## config.mk

```make
export PLATFORM = sky130hd
export DESIGN_NAME = voxel_region_reader
export DESIGN_NICKNAME = d
export VERILOG_FILES = /design/src/rtl/voxel_region_reader.sv
export SDC_FILE = /design/constraint.sdc
export NUM_CORES = 1
export LEC_CHECK = 0
export ABC_AREA = 1
export CORE_MARGIN = 3
export CORE_UTILIZATION = 51
export CTS_CLUSTER_DIAMETER = 80
export DETAILED_ROUTE_END_ITERATION = 10
export GPL_TIMING_DRIVEN = 0
export PLACE_DENSITY = 0.76
export SLEW_MARGIN = 10
export SYNTH_ARGS = -nofsm -noshare
export SYNTH_HDL_FRONTEND = slang
export SYNTH_SLANG_ARGS = --single-unit
```

## constraint.sdc

```tcl
create_clock -name clk -period 2.1 [get_ports clk]
set_input_delay 0.525 -clock clk [delete_from_list [all_inputs] [get_ports clk]]
set_output_delay 0.525 -clock clk [all_outputs]
set_load 0.02 [all_outputs]
```

## src/rtl/voxel_region_reader.sv

```systemverilog
// -----------------------------------------------------------------------------
// voxel_region_reader
//   Read-side initiator for the 64^3 voxel store. Accepts an inclusive,
//   axis-aligned box command and visits every voxel in it, z fastest, then y,
//   then x. For each voxel it issues a read on the store port, which has a
//   1-cycle read latency. The returned words go out in order on a valid/ready
//   stream. A small return FIFO absorbs consumer backpressure. Reads are
//   issued only when the FIFO is certain to have room for the returned word.
//
// Ports
//   clk, rst_n                 clock, asynchronous active-low reset
//   cmd_valid / cmd_ready      box command handshake (ready only while idle)
//   cmd_{x,y,z}{0,1}           inclusive lower / upper corners
//   mem_read_en/addr           read strobe and {x,y,z} address to the store
//   mem_read_data              store data, valid the cycle after mem_read_en
//   out_valid/ready            result stream handshake
//   out_data/addr/last         voxel word, its address, final-voxel flag
//   done                       one-cycle pulse once the box is fully delivered
//   vox_count                  words delivered for the current/last box
// -----------------------------------------------------------------------------
module voxel_region_reader #(
  parameter int FIFO_DEPTH = 4
) (
  input  logic        clk,
  input  logic        rst_n,
  input  logic        cmd_valid,
  output logic        cmd_ready,
  input  logic [5:0]  cmd_x0,
  input  logic [5:0]  cmd_y0,
  input  logic [5:0]  cmd_z0,
  input  logic [5:0]  cmd_x1,
  input  logic [5:0]  cmd_y1,
  input  logic [5:0]  cmd_z1,
  output logic [17:0] mem_read_addr,
  output logic        mem_read_en,
  input  logic [63:0] mem_read_data,
  output logic        out_valid,
  input  logic        out_ready,
  output logic [63:0] out_data,
  output logic [17:0] out_addr,
  output logic        out_last,
  output logic        done,
  output logic [18:0] vox_count
);

  localparam int PW = (FIFO_DEPTH > 1) ? $clog2(FIFO_DEPTH) : 1;
  localparam int CW = PW + 1;
  localparam logic [CW-1:0] DEPTH_C = CW'(FIFO_DEPTH);

  typedef enum logic [1:0] {
    ST_IDLE  = 2'd0,
    ST_ISSUE = 2'd1,
    ST_DRAIN = 2'd2,
    ST_DONE  = 2'd3
  } state_t;

  state_t      state_q, state_d;
  logic [5:0]  x0_q, y0_q, z0_q, x1_q, y1_q, z1_q;
  logic [5:0]  x0_d, y0_d, z0_d, x1_d, y1_d, z1_d;
  logic [5:0]  cx_q, cy_q, cz_q, cx_d, cy_d, cz_d;
  logic        inflight_q, inflight_d;
  logic [17:0] infl_addr_q, infl_addr_d;
  logic        infl_last_q, infl_last_d;
  logic [PW-1:0] wr_ptr_q, wr_ptr_d, rd_ptr_q, rd_ptr_d;
  logic [CW-1:0] count_q, count_d;
  logic [18:0] vox_count_q, vox_count_d;
  logic        cmd_ready_q, cmd_ready_d;
  logic        done_q, done_d;

  logic [63:0] fifo_data_q [FIFO_DEPTH];
  logic [17:0] fifo_addr_q [FIFO_DEPTH];
  logic        fifo_last_q [FIFO_DEPTH];

  logic        credit_s;
  logic        issue_s;
  logic        push_s;
  logic        pop_s;
  logic        at_end_s;
  logic        bad_box_s;
  logic [17:0] cur_addr_s;

  // A read may only be issued if the FIFO can hold every word already owed to it.
  assign credit_s   = (count_q + {{(CW-1){1'b0}}, inflight_q}) < DEPTH_C;
  assign issue_s    = (state_q == ST_ISSUE) && credit_s;
  assign push_s     = inflight_q;
  assign pop_s      = (count_q != {CW{1'b0}}) && out_ready;
  assign cur_addr_s = {cx_q, cy_q, cz_q};
  assign at_end_s   = (cx_q == x1_q) && (cy_q == y1_q) && (cz_q == z1_q);
  assign bad_box_s  = (cmd_x1 < cmd_x0) || (cmd_y1 < cmd_y0) || (cmd_z1 < cmd_z0);

  assign mem_read_en   = issue_s;
  assign mem_read_addr = issue_s ? cur_addr_s : 18'd0;
  assign out_valid     = (count_q != {CW{1'b0}});
  assign out_data      = out_valid ? fifo_data_q[rd_ptr_q] : 64'd0;
  assign out_addr      = out_valid ? fifo_addr_q[rd_ptr_q] : 18'd0;
  assign out_last      = out_valid ? fifo_last_q[rd_ptr_q] : 1'b0;
  assign cmd_ready     = cmd_ready_q;
  assign done          = done_q;
  assign vox_count     = vox_count_q;

  // Next-state computation for the FSM, cursor, return tag, FIFO pointers and counter.
  always_comb begin
    state_d     = state_q;
    x0_d        = x0_q;
    y0_d        = y0_q;
    z0_d        = z0_q;
    x1_d        = x1_q;
    y1_d        = y1_q;
    z1_d        = z1_q;
    cx_d        = cx_q;
    cy_d        = cy_q;
    cz_d        = cz_q;
    cmd_ready_d = cmd_ready_q;
    done_d      = 1'b0;

    inflight_d  = issue_s;
    infl_addr_d = issue_s ? cur_addr_s : infl_addr_q;
    infl_last_d = issue_s && at_end_s;

    wr_ptr_d    = push_s ? (wr_ptr_q + {{(PW-1){1'b0}}, 1'b1}) : wr_ptr_q;
    rd_ptr_d    = pop_s  ? (rd_ptr_q + {{(PW-1){1'b0}}, 1'b1}) : rd_ptr_q;
    count_d     = count_q + {{(CW-1){1'b0}}, push_s} - {{(CW-1){1'b0}}, pop_s};
    vox_count_d = pop_s ? (vox_count_q + 19'd1) : vox_count_q;

    case (state_q)
      ST_IDLE: begin
        if (cmd_valid) begin
          x0_d        = cmd_x0;
          y0_d        = cmd_y0;
          z0_d        = cmd_z0;
          x1_d        = cmd_x1;
          y1_d        = cmd_y1;
          z1_d        = cmd_z1;
          cx_d        = cmd_x0;
          cy_d        = cmd_y0;
          cz_d        = cmd_z0;
          vox_count_d = 19'd0;
          cmd_ready_d = 1'b0;
          if (bad_box_s) begin
            state_d = ST_DONE;
            done_d  = 1'b1;
          end else begin
            state_d = ST_ISSUE;
          end
        end else begin
          state_d = ST_IDLE;
        end
      end
      ST_ISSUE: begin
        if (issue_s) begin
          if (at_end_s) begin
            state_d = ST_DRAIN;
          end else if (cz_q == z1_q) begin
            // Bounds are compared before incrementing, so no 6-bit cursor wraps.
            cz_d = z0_q;
            if (cy_q == y1_q) begin
              cy_d = y0_q;
              cx_d = cx_q + 6'd1;
            end else begin
              cy_d = cy_q + 6'd1;
            end
          end else begin
            cz_d = cz_q + 6'd1;
          end
        end else begin
          state_d = ST_ISSUE;
        end
      end
      ST_DRAIN: begin
        // Look ahead through this cycle's pop so done follows the last word immediately.
        if (!inflight_q && ((count_q == {CW{1'b0}}) ||
                            ((count_q == {{(CW-1){1'b0}}, 1'b1}) && pop_s))) begin
          state_d = ST_DONE;
          done_d  = 1'b1;
        end else begin
          state_d = ST_DRAIN;
        end
      end
      ST_DONE: begin
        state_d     = ST_IDLE;
        cmd_ready_d = 1'b1;
      end
      default: begin
        state_d     = ST_IDLE;
        cmd_ready_d = 1'b1;
      end
    endcase
  end

  // State registers and return FIFO storage; reset discards anything in flight.
  always_ff @(posedge clk or negedge rst_n) begin
    if (!rst_n) begin
      state_q     <= ST_IDLE;
      x0_q        <= 6'd0;
      y0_q        <= 6'd0;
      z0_q        <= 6'd0;
      x1_q        <= 6'd0;
      y1_q        <= 6'd0;
      z1_q        <= 6'd0;
      cx_q        <= 6'd0;
      cy_q        <= 6'd0;
      cz_q        <= 6'd0;
      inflight_q  <= 1'b0;
      infl_addr_q <= 18'd0;
      infl_last_q <= 1'b0;
      wr_ptr_q    <= {PW{1'b0}};
      rd_ptr_q    <= {PW{1'b0}};
      count_q     <= {CW{1'b0}};
      vox_count_q <= 19'd0;
      cmd_ready_q <= 1'b1;
      done_q      <= 1'b0;
      for (int i = 0; i < FIFO_DEPTH; i++) begin
        fifo_data_q[i] <= 64'd0;
        fifo_addr_q[i] <= 18'd0;
        fifo_last_q[i] <= 1'b0;
      end
    end else begin
      state_q     <= state_d;
      x0_q        <= x0_d;
      y0_q        <= y0_d;
      z0_q        <= z0_d;
      x1_q        <= x1_d;
      y1_q        <= y1_d;
      z1_q        <= z1_d;
      cx_q        <= cx_d;
      cy_q        <= cy_d;
      cz_q        <= cz_d;
      inflight_q  <= inflight_d;
      infl_addr_q <= infl_addr_d;
      infl_last_q <= infl_last_d;
      wr_ptr_q    <= wr_ptr_d;
      rd_ptr_q    <= rd_ptr_d;
      count_q     <= count_d;
      vox_count_q <= vox_count_d;
      cmd_ready_q <= cmd_ready_d;
      done_q      <= done_d;
      if (push_s) begin
        fifo_data_q[wr_ptr_q] <= mem_read_data;
        fifo_addr_q[wr_ptr_q] <= infl_addr_q;
        fifo_last_q[wr_ptr_q] <= infl_last_q;
      end
    end
  end

endmodule

```

# Word level (Yosys, flattened, before mapping)
# Index checks and enable logic that the tools add are counted.
[totals]
output_inout_bits = 124
wordCells = 136
in_bits = 104
reg_bits = 430
[classes]
n_eq_ne = 13
magnitude_cmp = 7
mux = 54
bitwise_logic = 2
n_addsub = 8
n_reduce_logical = 22
[ops]
columns = ["op", "count"]
rows = [
  ["$bwmux W256", 1],
  ["$mux W64", 4],
  ["$bmux W64 S2", 1],
  ["$demux W64 S2", 1],
  ["$mux W18", 5],
  ["$mux W6", 14],
  ["$bwmux W72", 1],
  ["$mux W19", 3],
  ["$bmux W18 S2", 1],
  ["$demux W18 S2", 1],
  ["$pmux W6 S2", 3],
  ["$add A19 B1 Y19 const B", 1],
  ["$add A6 B1 Y6 const B", 3],
  ["$eq A6 B6 Y1", 3],
  ["$lt A6 B6 Y1", 3],
  ["$mux W1", 9],
  ["$logic_and A1 B1 Y1", 8],
  ["$mux W2", 4],
  ["$pmux W2 S4", 1],
  ["$ge A3 B3 Y1 const B", 2],
  ["$ne A2 B2 Y1 const B", 3],
  ["$not A2 Y3", 2],
  ["$reduce_and A6 Y1", 1],
  ["$reduce_and A5 Y1", 1],
  ["22 further kinds", 30],
]

# Logic depth before layout (Yosys ltp)
# Gate-level depths: netlist (run 1).
[logic_depth]
depth_word = 7
ltp_mapped = 11
ltp_nobuf = 11

# Least setup slack after synthesis (run 1)
# Ideal clock, no wire load.
[synth_timing]
kind = "flip-flop to output port"
start = "reg inflight_q"
end = "out mem_read_addr[10]"
t_required_ps = 1575
path_buffers = 2
slack_ps = -161
path_stages_with_launch = 9
arrival_time_ps = 1736
path_cell_list = "dfrtp_1 -> ha_1 -> ha_1 -> xor2_1 -> nor2_2 -> inv_2 -> buf_2 -> buf_2 -> nor2_1"
[synth_between]
elab_chain_cells = 4
[synth_lines]
columns = ["element", "line_no", "text"]
rows = [
  ["start: declaration", "61", "logic inflight_q, inflight_d;"],
  ["start signal: assignment", "228", "inflight_q <= inflight_d;"],
  ["$add A3 B1 Y3", "83", "assign credit_s = (count_q + {{(CW-1){1'b0}}, inflight_q}) < DEPTH_C;"],
  ["$lt A3 B3 Y1", "83", ""],
  ["$logic_and A1 B1 Y1", "84", "assign issue_s = (state_q == ST_ISSUE) && credit_s;"],
  ["$mux W18", "92", "assign mem_read_addr = issue_s ? cur_addr_s : 18'd0;"],
  ["end: declaration", "34", "output logic [17:0] mem_read_addr,"],
]
# Every way passes these cells.

# Worst setup path in the final report (run 1)
[layout_timing]
start = "reg inflight_q"
end = "out mem_read_addr[9]"
# The elaborated chain is that of the path after synthesis.

==> flow_summary.json, run 1 <==
{
  "outcome": "finished with violations",
  "violations": "hold timing, setup timing",
  "viasPerCell": 5.66,
  "hold_ws_ns": -0.00123,
  "final_cells": 3400,
  "synthSimpleGateAreaFrac": 0.200,
  "synth_top_area_share": 0.536,
  "core.rowCount": 71,
  "start_kind": "flip-flop",
  "synth.area.mux_share": 0,
  "antenna_found_initial": 0,
  "cts_root_buf": "clkbuf_16",
  "setup_tns_ns": -54.19,
  "slowest_stage": "dfrtp_1",
  "fin_crit_ns": 2.82,
  "cp_max_fo": 6,
  "async_flop_share": 1.00,
  "vias": 19300,
  "finalSetupViolations": 102,
  "synth_area_leaders": "dfrtp_1 (54%), o21ai_0 (14%), nand2_1 (10%), nor2_1 (7.5%), inv_1 (3.3%)",
  "synth.distinct_cells": 39,
  "yosys.area_share.adder": 0.0169,
  "placed_cells_incl_taps": 3244,
  "cts-buffers-inserted": 46,
  "nFillCells": 2685,
  "grt_max_degree": 112,
  "path_class": "reg2out",
  "hold_class": "in2async",
  "regArea_sq_mm": 0.0108,
  "p_per_area_mw_per_mm2": 1820,
  "period_share": 1.35,
  "synth_compound_area_frac": 0.175,
  "antenna_cells": 0,
  "cts_tree": "done",
  "synth_ff_type": "dfrtp_1",
  "dieArea_sq_mm": 0.0417,
  "crit_path_end_kind": "output port",
  "leakagePower_nw": 13.1,
  "hold_viol": 2,
  "coreArea_sq_mm": 0.0382,
  "worstPathRequired_ns": 1.57,
  "totalWireLength_um": 65000,
  "drt_iter0_drc": 1858,
  "ys_seq_area_frac": 0.537,
  "grt_pass1_vias": 18300,
  "yosys-top-cells-count": "o21ai_0 (546), nand2_1 (540), dfrtp_1 (429)",
  "syn2layout_area_growth_pct": 38.8,
  "first_pass_iters": 5,
  "ant_nets": 0,
  "die_width_um": 204,
  "crit_arrival_ns": 2.30,
  "yosysWarnings": 0,
  "num_io_pins": 228,
  "maxSlewViolCount": 0,
  "clock_skew_ns": 0.0166,
  "synth_area_per_cell_sq_um": 8.01,
  "critPathMaxStageDelay_ns": 0.40,
  "synth_top_family_by_area": "simple AND/OR/NAND/NOR gates",
  "finalPower_mw": 50.5,
  "syn_nets": 2633,
  "multi_input_area_sq_mm": 0.00930,
  "gp_congestion": 0.896,
  "synth_edf_count": 0,
  "drv_cap": 0,
  "grt_pass1_wl_um": 95300,
  "crit_chain": "ha_2, ha_4, xor2_4, nor2_4, inv_2, buf_12, buf_12, nor2_4, buf_6",
  "layout.nets": 2986,
  "timing.fmax_ghz": 0.354,
  "drive_gt1_frac": 0.215,
  "die_h_um": 204,
  "peakVddDrop_mv": 0.866,
  "htreeDepth": 2,
  "timing.final.ws_setup_ns": -0.725,
  "start_util": 0.525,
  "ys_seq_elements": 430,
  "overflow": 0,
  "synthCells": 2502,
  "grt.total_usage": 0.283,
  "netlist_area_sq_mm": 0.0200,
  "port_buffers": 227,
  "clock_latency_ns": 0.57,
  "rsz0062_at_grt": "true",
  "drc": 0,
  "synth_xor_area_frac": 0.00655,
  "cts_sinks": 430,
  "tightest_slew_ns": 0.599,
  "max-clock-path-buffers": 3,
  "hpwl_um": 40600,
  "yosysTopAreaCell": "dfrtp_1",
  "cts.clk_slew.worst_paths_ns": 0.06,
  "yosysMostFrequentCell": "o21ai_0",
  "max_slew_margin": 0.601,
  "wire_per_inst_um": 19.1
}
==> where the power goes <==
group	total, mW	switching, mW	internal [mW]
clock	8.52	3.40	5.12
sequential	15.0	2.84	12.2
combinational	27.0	15.4	11.6
total	50.5	21.6	28.9
==> worst max-delay path: cells and delay by family, from the launching register on <==
family	cells	cell delay, ns
and+or+nand+nor	2	0.27
xor gates and xnor gates	1	0.17
DFF	1	0.40
buffers and inverters	4	0.50
adders and majority gates	2	0.38
==> through the flow <==
| stage | setup slack [ns] | cell area, sq um | utilization |
|---|---|---|---|
| after floorplan | -0.0217 | 20200 | - |
| after global placement | -17.98 | 23100 | 0.604 |
| after detailed placement | -1.37 | 23200 | 0.607 |
| after CTS | -0.691 | 25500 | 0.668 |
| after global routing | -0.752 | 27800 | 0.728 |
| final | -0.725 | 27800 | 0.728 |
==> flip-flops by register name (all words and copies together) (netlist names), 3 cells and up <==
signal / count
x1_q: 6
count_q: 3
y1_q: 6
fifo_last_q: 4
y0_q: 6
cy_q: 6
infl_addr_q: 18
z0_q: 6
fifo_addr_q: 72
vox_count: 19
z1_q: 6
cz_q: 6
cx_q: 6
fifo_data_q: 256
==> cell usage in the layout, fill, tap and decap left out, drive strengths merged <==
cell	instances
dfstp	1
o21ai	548
a31oi	1
nand2	545
nand3	27
nor3	7
nand3b	1
o22ai	4
inv	180
a22o	1
o21a	2
dfrtp	429
dlymetal6s2s	1
nor2	403
nand4	24
a21boi	3
or2	2
o21bai	18
buf	211
xnor2	4
clkinvlp	1
clkinv	7
dlygate4sd3	1
bufinv	4
o211ai	3
xor2	11
and2	1
clkbuf	196
dlygate4sd2	19
ha	27
a211oi	1
a21oi	101
clkdlybuf4s50	103
o31ai	2
==> layout make-up <==
class | count | share of cell area
sequential | 430 | 0.387
buffer | 152 | 0.0478
clock inverter | 11 | 0.00567
tap | 511 | 0.0230
timing repair buffer | 308 | 0.126
inverter | 180 | 0.0247
timing repair inverter | 1 | 0.000315
clock buffer | 71 | 0.0510
multi-input combinational | 1736 | 0.334
==> final timing paths <==
check                                      start               end  slack (ns)  cells past startpoint
min in group clk                fifo_data_q[144]  fifo_data_q[144]        0.48                      2
worst min-delay path                       rst_n   fifo_data_q[20]      -0.001                      2
worst max register to register        inflight_q   fifo_data_q[62]        0.07                      7
worst max-delay path                  inflight_q  mem_read_addr[9]       -0.72                      9
worst min register to register  fifo_data_q[144]  fifo_data_q[144]        0.48                      2
max in group asynchronous                  rst_n           z0_q[5]        0.63                      4
==> cell families (layout without fill, tap and decap cells) <==
logic type      Yosys count  after routing
simple gates           1010           1010
compound gates          684            684
flops                   430            430
buf+inv                 336            723
fa+ha+maj                27             27
xor+xnor                 15             15
==> repair_timing <==
item                       4_1_cts  5_1_grt
resized for setup              793      533
setup buffers                   16       28
cloned                           2       30
hold endpoints to repair        44        0
hold buffers                     2        0
pin swaps                       32      191
setup endpoints to repair      379      392
==> routing by layer <==
layer  vias up  GRT usage  share of wire
li1       8806          -              -
met1      9354      0.379           0.39
met2       919      0.465           0.49
met3       171     0.0470          0.080
met4         0      0.110          0.039
met5         -          0              0
No activity file was read; power rests on OpenSTA's default activity.
==> inputs of run 2 (changes only) <==
--- a/config.mk
+++ b/config.mk
@@ -6,6 +6,7 @@
 export NUM_CORES = 1
 export LEC_CHECK = 0
 export ABC_AREA = 1
+export CORE_ASPECT_RATIO = 0.6
 export CORE_MARGIN = 3
 export CORE_UTILIZATION = 51
 export CTS_CLUSTER_DIAMETER = 80
==> constraint.sdc (replaced) <==
create_clock -name clk -period 2.48 [get_ports clk]
set_input_delay 0.62 -clock clk [delete_from_list [all_inputs] [get_ports clk]]
set_output_delay 0.62 -clock clk [all_outputs]
set_load 0.02 [all_outputs]
==> flow_summary.json, run 2 (same netlist as run 1, synthesis figures left out) <==
{
  "outcome": "finished with violations",
  "violations": "setup timing",
  "grt_pass1_vias": 18700,
  "fin_crit_ns": 2.81,
  "multi_input_area_sq_mm": 0.00903,
  "timing.final.ws_setup_ns": -0.328,
  "drt_iter0_drc": 2620,
  "viasPerCell": 5.89,
  "die_h_um": 160,
  "place_ws_ns": -1.19,
  "vias": 19900,
  "sequentialPowerShare": 0.299,
  "final_cells": 3384,
  "start_kind": "flip-flop",
  "finalSetupViolations": 102,
  "nFillCells": 2704,
  "grt_pass1_wl_um": 103000,
  "period_share": 1.13,
  "totalWireLength_um": 69000,
  "max-clock-path-buffers": 3,
  "max_slew_margin": 0.434,
  "start_util": 0.525,
  "htreeDepth": 2,
  "grt.total_usage": 0.311,
  "worst-r2r-cell-count": 7,
  "tightest_slew_ns": 0.849,
  "cp_max_fo": 3,
  "antenna_cells": 0,
  "met1_length_um": 28500,
  "dpl-instance-area_sq_mm": 0.0230,
  "crit_path_end_kind": "output port",
  "syn2layout_area_growth_pct": 35.6,
  "timing.fmax_ghz": 0.356,
  "hpwl_um": 44500,
  "worstPathRequired_ns": 1.86,
  "leakagePower_nw": 12.7,
  "cts_tree": "done",
  "drv_cap": 0,
  "reg2reg_slack_ns": 0.17,
  "hold_viol": 0,
  "core.rowCount": 55,
  "dieArea_sq_mm": 0.0418,
  "final_cell_mix": "nand2_1 (539), dfrtp_1 (428), o21ai_0 (423), nor2_1 (282), inv_1 (174)",
  "largest_reg_flops": 256,
  "hold_class": "in2async",
  "antenna_found_initial": 1,
  "wire_per_inst_um": 20.4,
  "rsz0062_at_grt": "true",
  "crit_arrival_ns": 2.19,
  "layout.nets": 2971,
  "cts-buffers-inserted": 41,
  "coreArea_sq_mm": 0.0382,
  "route.met3.wl_um": 7980,
  "p_comb_frac": 0.538,
  "clockPowerShare": 0.163,
  "switching_share": 0.436,
  "drc": 0,
  "placed_cells_incl_taps": 3245,
  "port_buffers": 227,
  "cts_root_buf": "clkbuf_16",
  "peakVddDrop_mv": 0.992,
  "path_class": "reg2out",
  "top_register": "fifo_data_q",
  "switchingPower_mw": 18.3,
  "gp_congestion": 0.929,
  "ant_nets": 0,
  "overflow": 0,
  "maxSlewViolCount": 0,
  "num_io_pins": 228,
  "cts-hold-fix-buffers": 0,
  "cts_sinks": 430,
  "intPower_mw": 23.7,
  "p_per_area_mw_per_mm2": 1550,
  "die_width_um": 262,
  "final_cell_area_sq_mm": 0.0272,
  "layout_commonest_cell": "nand2_1",
  "cts.clk_slew.worst_paths_ns": 0.06,
  "clock_latency_ns": 0.57,
  "grt_max_degree": 118,
  "first_pass_iters": 6,
  "clock_skew_ns": 0.0158,
  "top_layer": "met4",
  "wl_met2_um": 30500,
  "drive_gt1_frac": 0.186,
  "regArea_sq_mm": 0.0108
}
==> run 2: layer usage <==
metal	up-vias	track usage
met5	-	0
met4	0	0.0863
met3	176	0.0593
met2	1223	0.459
met1	9763	0.470
li1	8774	-
==> run 2: power groups by stage <==
| stage | Combinational (mW) | Clock, mW | Sequential (mW) |
|---|---|---|---|
| floorplan | 10.4 | 0 | 11.7 |
| global placement | 16.6 | 0 | 12.0 |
| detailed placement | 17.1 | 0 | 12.1 |
| CTS | 19.4 | 6.86 | 12.2 |
| global route | 24.3 | 7.18 | 12.9 |
| finish | 22.6 | 6.84 | 12.6 |
==> run 2: worst paths after layout <==
check | startpoint | end
min in group clk | fifo_data_q[159] | fifo_data_q[159]
max | inflight_q | mem_read_addr[5]
max in group asynchronous | rst_n | infl_addr_q[15]
min reg2reg | fifo_data_q[159] | fifo_data_q[159]
max reg2reg | wr_ptr_q[1] | fifo_addr_q[50]
min | rst_n | fifo_data_q[96]
==> run 2: area by class of cell <==
type / instances / area share
buffer: 153 / 0.0488
clock buffer: 64 / 0.0469
clock inverter: 10 / 0.00658
inverter: 180 / 0.0256
multi-input combinational: 1736 / 0.332
sequential: 430 / 0.396
tap: 513 / 0.0236
timing repair buffer: 297 / 0.120
timing repair inverter: 1 / 0.000276
==> run 2: timing repair <==
item | 4_1_cts | 5_1_grt
pin swaps | 56 | 144
gates resized for setup | 798 | 422
cloned | 12 | 14
endpoints found under the setup margin | 102 | 107
setup buffers | 24 | 19
==> run 2: worst max-delay path: stages (launching register included) <==
cell	delay, ns
dfrtp_1	0.38
ha_2	0.20
ha_4	0.17
xor2_4	0.16
nor2_4	0.11
buf_6	0.12
clkinvlp_4	0.09
buf_6	0.14
nor2_4	0.13
buf_6	0.13
==> run 2: metrics by stage <==
stage | TNS [ns] | power (mW) | util | hold WS [ns]
after global routing | -29.89 | 44.3 | 0.712 | 0.132
after global placement | -7620.25 | 28.7 | 0.601 | 0.461
after CTS | -24.21 | 38.4 | 0.677 | 0.104
final | -23.74 | 42.1 | 0.712 | 0.0772
after floorplan | 0 | 22.1 | - | 0.324
after detailed placement | -92.64 | 29.3 | 0.603 | 0.468
